`src/rtl/sub16_seq.sv`:
```
// sub16_seq: multi-cycle 16-bit subtractor, one SLICE_W-bit slice per clock, valid/ready in and out.
// Define SUB16_SEQ_FLAGS_EN to add registered zero/neg result flags.
module sub16_seq #(
  parameter int SLICE_W = 4
) (
  input  logic        clk,
  input  logic        rst_n,
  input  logic        in_valid,
  output logic        in_ready,
  input  logic [15:0] A,
  input  logic [15:0] B,
  input  logic        Bin,
  output logic        out_valid,
  input  logic        out_ready,
  output logic [15:0] diff,
  output logic        Bout,
  output logic        ovf
`ifdef SUB16_SEQ_FLAGS_EN
  ,
  output logic        zero,
  output logic        neg
`endif
);
  localparam int NSLICE = 16 / SLICE_W;
  typedef enum logic [1:0] {IDLE, CALC, DONE} state_t;
  state_t state, state_nx;
  logic [15:0] a_q, b_q, diff_nx;
  logic [3:0] cnt, lo;
  logic [SLICE_W:0] sum;
  logic borrow, last;
  // Borrow-subtract as add of the inverted subtrahend; carry-out low means a borrow.
  always_comb begin
    lo = 4'(int'(cnt) * SLICE_W);
    sum = {1'b0, a_q[lo +: SLICE_W]} + {1'b0, ~b_q[lo +: SLICE_W]} + {{SLICE_W{1'b0}}, ~borrow};
    diff_nx = diff;
    diff_nx[lo +: SLICE_W] = sum[SLICE_W-1:0];
    last = cnt == 4'(NSLICE - 1);
  end
  always_ff @(posedge clk or negedge rst_n)
    if (!rst_n) state <= IDLE;
    else state <= state_nx;
  always_comb
    state_nx = (state == IDLE && in_valid)  ? CALC :
               (state == CALC && last)      ? DONE :
               (state == DONE && out_ready) ? IDLE : state;
  always_comb begin
    in_ready = state == IDLE;
    out_valid = state == DONE;
  end
  always_ff @(posedge clk or negedge rst_n)
    if (!rst_n) begin
      a_q <= '0;
      b_q <= '0;
      borrow <= 1'b0;
      cnt <= '0;
      diff <= '0;
      Bout <= 1'b0;
      ovf <= 1'b0;
`ifdef SUB16_SEQ_FLAGS_EN
      zero <= 1'b0;
      neg <= 1'b0;
`endif
    end else if (in_valid && in_ready) begin
      a_q <= A;
      b_q <= B;
      borrow <= Bin;
      cnt <= '0;
    end else if (state == CALC) begin
      diff <= diff_nx;
      borrow <= ~sum[SLICE_W];
      cnt <= cnt + 4'd1;
      if (last) begin
        Bout <= ~sum[SLICE_W];
        ovf <= (a_q[15] ^ b_q[15]) & (diff_nx[15] ^ a_q[15]);
`ifdef SUB16_SEQ_FLAGS_EN
        zero <= diff_nx == 16'h0000;
        neg <= diff_nx[15];
`endif
      end
    end
endmodule

```
`config.mk`:
```
export PLATFORM = sky130hd
export DESIGN_NAME = sub16_seq
export DESIGN_NICKNAME = d
export VERILOG_FILES = /design/src/rtl/sub16_seq.sv
export SDC_FILE = /design/constraint.sdc
export NUM_CORES = 1
export LEC_CHECK = 0
export ABC_AREA = 0
export BUFFER_PORTS_ARGS = -buffer_cell sky130_fd_sc_hd__buf_2
export CAP_MARGIN = 20
export CORE_UTILIZATION = 58
export DETAILED_ROUTE_END_ITERATION = 8
export GPL_TIMING_DRIVEN = 0
export PLACE_DENSITY_LB_ADDON = 0.2
export SETUP_SLACK_MARGIN = 0.4
export SLEW_MARGIN = 20
export SYNTH_ARGS = -nofsm -noshare
export SYNTH_HDL_FRONTEND = slang
export SYNTH_SLANG_ARGS = --single-unit
```
`constraint.sdc`:
```
create_clock -name clk -period 5.1 [get_ports clk]
set_input_delay 1.53 -clock clk [delete_from_list [all_inputs] [get_ports clk]]
set_output_delay 1.53 -clock clk [all_outputs]
set_load 0.01 [all_outputs]
```
# Word-level counts from Yosys, hierarchy flattened
# Index checks and enable logic that the tools add are counted.
totals:
  n_memories: 0
  inputBits: 37
  word_cells: 42
  ff_bits: 57
  mem_bits_rw: 0
  output_inout_bits: 20
  romBits: 0
  latch_bits: 0
op_classes:
  mux: 8
  n_reduce_logical: 8
  addsub: 4
  bitwise: 7
  n_shift: 4
  order_cmp: 0
  mul: 0
  eq_ne: 3
  div_mod_pow: 0
op_table:
  columns: ["op", "count"]
  rows:
  - ["$shiftx 16x5->4", 2]
  - ["$bwmux 16", 1]
  - ["$shift 4x6->16 const A", 1]
  - ["$shiftx 4x6->16", 1]
  - ["$mux 4", 2]
  - ["$mux 2", 3]
  - ["$neg 4->6", 1]
  - ["$add 4x4->5", 1]
  - ["$add 5x1->5", 1]
  - ["$add 4x1->4 const B", 1]
  - ["$eq 4x2->1 const B", 1]
  - ["$not 4->4", 1]
  - ["$logic_and 1x1->1", 3]
  - ["$not 1->1", 3]
  - ["$reduce_and 3->1", 1]
  - ["$reduce_bool 3->1", 1]
  - ["$eq 2x1->1 const B", 1]
  - ["$eq 2x2->1 const B", 1]
  - ["$logic_not 2->1", 1]
  - ["$mux 1", 2]
  - ["$reduce_and 2->1", 1]
  - ["$reduce_bool 2->1", 1]
  - ["$xor 1x1->1", 2]
  - ["$and 1x1->1", 1]

# Logic depth before layout (Yosys ltp)
depth:
  word_depth: 8
  depth_mapped: 10
  mapped_depth_nobuf: 9

# Worst setup path before layout
# OpenSTA, ideal clock, no wires.
synth_path:
  path_type: "register to register"
  from: "register cnt[0]"
  to: "register ovf"
  arrival_time_ns: 2.553
  stages_incl_launch_ff: 9
  required_time_ns: 5.030
  synth_period_minus_slack_ns: 2.622
  n_path_buf: 2
  setup_time_ns: 0.070
  setup_slack_ns: 2.478
  path_cell_list: "dfrtp_1 > buf_4 > buf_2 > mux4_2 > fa_1 > nand3b_1 > nor4bb_1 > or4_1 > nand3_1"
synth_via:
  elab_chain_len: 8
  word_cells_on_any_way: 13
  cone_classes: "3 x add/sub; 1 x eq/ne; 4 x shift; 1 x mux; 3 x bitwise; 1 x reduce/logical"
synth_lines:
  columns: ["element", "line_no", "rtl"]
  rows:
  - ["start, declared", "28", "logic [3:0] cnt, lo;"]
  - ["start signal, assigned", "71", "cnt <= cnt + 4'd1;"]
  - ["$shiftx 16x5->4", "34", "sum = {1'b0, a_q[lo +: SLICE_W]} + {1'b0, ~b_q[lo +: SLICE_W]} + {{SLICE_W{1'b0}}, ~borrow};"]
  - ["$not 4->4", "34", null]
  - ["$add 4x4->5", "34", null]
  - ["$add 5x1->5", "34", null]
  - ["$shiftx 4x6->16", "36", "diff_nx[lo +: SLICE_W] = sum[SLICE_W-1:0];"]
  - ["$bwmux 16", "36", null]
  - ["$xor 1x1->1", "74", "ovf <= (a_q[15] ^ b_q[15]) & (diff_nx[15] ^ a_q[15]);"]
  - ["$and 1x1->1", "74", null]
  - ["end signal, assigned", "74", null]
  - ["end, declared", "17", "output logic ovf"]
# Several ways; a longest one is shown, not always the timed one.
# A chain may end at the register's enable or synchronous reset.

# Worst setup path in the final report
# Same ends and word-level chain as after synthesis.

==> run metrics <==
relative contribution of sequential cells to total power 0.513; full die area 0.00499 mm^2; switching part of the total power 0.234; DP Wirelength 4050 um; number of top-level design ports 57; Detailed Routing Iterations Pass 1 6; Hold Fails Final Rpt 0; number of core rows 24; CP Class reg -> reg; post-route clock skew 0.00811 ns; syn_area_per_cell 9.79 um^2; status finished, violations left; RD Place Congestion 0.821; clock buffer depth 2; number of gates given a new drive strength after cts 0; layout cell share with drive strength beyond 1 0.251; H-tree depth reported by CTS 3; initial antenna violation count 0; Starting Density 0.615; Final Power 0.922 mW; hold path depth 2; power per unit of standard cell area 283 mW/mm^2; Min-Delay Path Class reg -> reg; sequential cell area in the final layout 0.00143 mm^2; Worst path top cell family by delay multiplexers; number of cells after detailed placement 387; timing-limited maximum frequency 332 MHz; Setup crit start kind flip-flop; die height 70.6 um; max capacitance violation total 0; number of buffers created by CTS 9; unrepaired setup endpoints after global routing no; routed vias 2130; worst slew margin relative to its limit 0.540; violated checks design-rule violations; post-route met1 wirelength 2550 um; # setup viols final 0; Final Slew Violations 0; largest vdd supply drop 0.189 mV; Max stage delay cell, worst path sky130_fd_sc_hd__mux4_2; total congestion overflow 0; largest fanout on the critical path 10; number of non-filler instances in the completed layout 402; die extent in x 70.6 um; total internal power 0.706 mW; WP buf/inv 2; combinational cell fraction of total power 0.073; CTS clk-pin slew, worst paths 0.07 ns; total negative slack 0 ns; clock network power share 0.414; dpl cell area 0.00308 mm^2; area grow syn2layout 19.3%; routed wire length on met2 2840 um; commonest register cell after synthesis sky130_fd_sc_hd__dfrtp_1; later-pin clock latency in the skew report 0.34 ns; clock tree from TritonCTS done; fraction of the core area covered by cells at the end of the flow 0.734; leakage power of the design 1.76 nW; residual antenna-violating net count after detailed routing 0; total of flip-flops plus latches after synthesis 57; global-route wire length before repair 9520 um; number of cells on the critical path 8; postcts setup bufs 0; DRC marker count from the first detailed-route iteration 142; switching power summed over all nets 0.216 mW; finished layout cell area 0.00326 mm^2; post-synthesis sequential area ratio 0.522; area of combinational cells with multiple inputs 0.00121 mm^2; post-detailed-route wirelength per cell 14.3 um; gate count after technology mapping 279; Post-Synthesis Cell Area 0.00273 mm^2; depth of the worst register-to-register path 8; CTS Sinks 57; critical path's largest stage delay 0.57 ns; Remaining DRCs 10; count of flip-flops with a built-in enable after synthesis 0; Critical Path RT 5.32 ns; shortest clock period the worst path allows after layout 3.01 ns; Cell Chain, Critical Path buf_4 > buf_2 > mux4_2 > fa_1 > nand3b_1 > a2111oi_1 > or4_1 > nand3_1; nature of the critical path endpoint flip-flop; count of antenna diodes in the layout 0; share of flip-flops with an asynchronous set or reset 1.00; period utilization 0.590; number of global-route vias before repair 2070; hold buffer count at cts 0; wire length reported by the detailed router 5750 um; Post-Syn Nets 327; transition at the pin with the smallest max-transition slack 0.690 ns; largest net degree at the start of global routing 58; arrival time worst endpoint 3.23 ns; top layer reached by signal wires met4; ratio of routed vias to standard cells 5.30; Final Net Count 394; clock root buffer sky130_fd_sc_hd__clkbuf_8; fill cell count 354; total length of routed met3 wires 242 um; total routing usage reported by global routing 0.259; number of different library cells in the post-synthesis netlist 39; Placeable Area 0.00444 mm^2; count of yosys warnings during synthesis 0; buffers added on ports 56
-- power groups by stage --
stage,sequential (mW),clock (mW),combinational [mW]
floorplan,0.478,0,0.0358
global placement,0.480,0,0.0660
detailed placement,0.481,0,0.0682
CTS,0.473,0.385,0.0685
global route,0.474,0.405,0.0765
finish,0.473,0.382,0.0677
-- synthesized netlist by cell type (2+ instances only) --
cell / n / area share
sky130_fd_sc_hd__nand2_1: 121 / 0.17
sky130_fd_sc_hd__dfrtp_1: 57 / 0.52
sky130_fd_sc_hd__inv_1: 11 / 0.015
sky130_fd_sc_hd__o21ai_0: 11 / 0.020
sky130_fd_sc_hd__ha_1: 9 / 0.041
sky130_fd_sc_hd__mux4_2: 8 / 0.066
sky130_fd_sc_hd__clkbuf_1: 7 / 0.0096
sky130_fd_sc_hd__o31ai_1: 7 / 0.019
sky130_fd_sc_hd__nor2_1: 5 / 0.0069
sky130_fd_sc_hd__a22o_1: 4 / 0.013
sky130_fd_sc_hd__nand3b_1: 4 / 0.011
sky130_fd_sc_hd__nand3_1: 3 / 0.0055
sky130_fd_sc_hd__a21oi_1: 2 / 0.0037
sky130_fd_sc_hd__buf_2: 2 / 0.0037
sky130_fd_sc_hd__buf_4: 2 / 0.0055
sky130_fd_sc_hd__fa_1: 2 / 0.015
sky130_fd_sc_hd__xnor2_1: 2 / 0.0064
-- final timing paths --
| check | from | to | slack (ns) |
|---|---|---|---|
| max in group asynchronous | rst_n | b_q[10] | 3.40 |
| min reg2reg | b_q[10] | b_q[10] | 0.47 |
| min | b_q[10] | b_q[10] | 0.47 |
| min in group asynchronous | rst_n | state[1] | 1.25 |
| max | cnt[0] | ovf | 2.09 |
| max reg2reg | cnt[0] | ovf | 2.09 |
-- layout by cell type, fill, tap and decap left out, types with 2 or more instances in the layout --
cell	count
sky130_fd_sc_hd__nand2_1	121
sky130_fd_sc_hd__dfrtp_1	57
sky130_fd_sc_hd__buf_2	57
sky130_fd_sc_hd__clkbuf_8	12
sky130_fd_sc_hd__inv_1	11
sky130_fd_sc_hd__o21ai_0	11
sky130_fd_sc_hd__ha_1	9
sky130_fd_sc_hd__mux4_2	8
sky130_fd_sc_hd__clkbuf_1	7
sky130_fd_sc_hd__o31ai_1	7
sky130_fd_sc_hd__nor2_1	5
sky130_fd_sc_hd__nand3b_1	4
sky130_fd_sc_hd__a22o_1	4
sky130_fd_sc_hd__buf_4	3
sky130_fd_sc_hd__nand3_1	3
sky130_fd_sc_hd__clkinv_2	3
sky130_fd_sc_hd__xnor2_1	2
sky130_fd_sc_hd__a21oi_1	2
sky130_fd_sc_hd__fa_1	2
-- flip-flops by register name, indices dropped and copies added, names as in the netlist --
| signal | count |
|---|---|
| b_q | 16 |
| ovf | 1 |
| a_q | 16 |
| Bout | 1 |
| state | 2 |
| cnt | 4 |
| diff | 16 |
| borrow | 1 |
-- cell type report --
| class | instances | area share |
|---|---|---|
| tap | 52 | 0.0200 |
| sequential | 57 | 0.437 |
| timing repair buffer | 56 | 0.0867 |
| buffer | 11 | 0.0157 |
| clock inverter | 3 | 0.00460 |
| inverter | 11 | 0.0127 |
| clock buffer | 12 | 0.0507 |
| multi-input combinational | 200 | 0.372 |
-- metrics by stage --
step | hold WS [ns] | setup WS (ns)
floorplan | 0.440 | 2.48
global placement | 0.455 | 2.15
detailed placement | 0.463 | 2.12
CTS | 0.477 | 2.10
global route | 0.482 | 1.86
finish | 0.468 | 2.09
-- per-layer routing --
layer  GRT usage  up-vias
li1            -     1056
met2       0.420       57
met1       0.336     1007
met3      0.0470       10
met5           0        -
met4       0.138        0
-- logic make-up after synthesis --
| group | Yosys count | share of synthesized area |
|---|---|---|
| AO/OA/AOI/OAI | 28 | 0.0682 |
| AND/OR/NAND/NOR | 148 | 0.237 |
| buffers and inverters | 22 | 0.0339 |
| XOR/XNOR | 3 | 0.00962 |
| adder cells (fa/ha/maj) | 11 | 0.0559 |
| multiplexers | 10 | 0.0737 |
| flip-flops | 57 | 0.522 |
-- worst register-to-register path, cell delays in order, from the launching register on --
cell and delay [ns]:
sky130_fd_sc_hd__dfrtp_1 0.41, sky130_fd_sc_hd__buf_4 0.21, sky130_fd_sc_hd__buf_2 0.29, sky130_fd_sc_hd__mux4_2 0.57, sky130_fd_sc_hd__fa_1 0.41, sky130_fd_sc_hd__nand3b_1 0.21, sky130_fd_sc_hd__a2111oi_1 0.53, sky130_fd_sc_hd__or4_1 0.21
sky130_fd_sc_hd__nand3_1 0.06
Note: power is estimated with default switching activity, not from simulation.
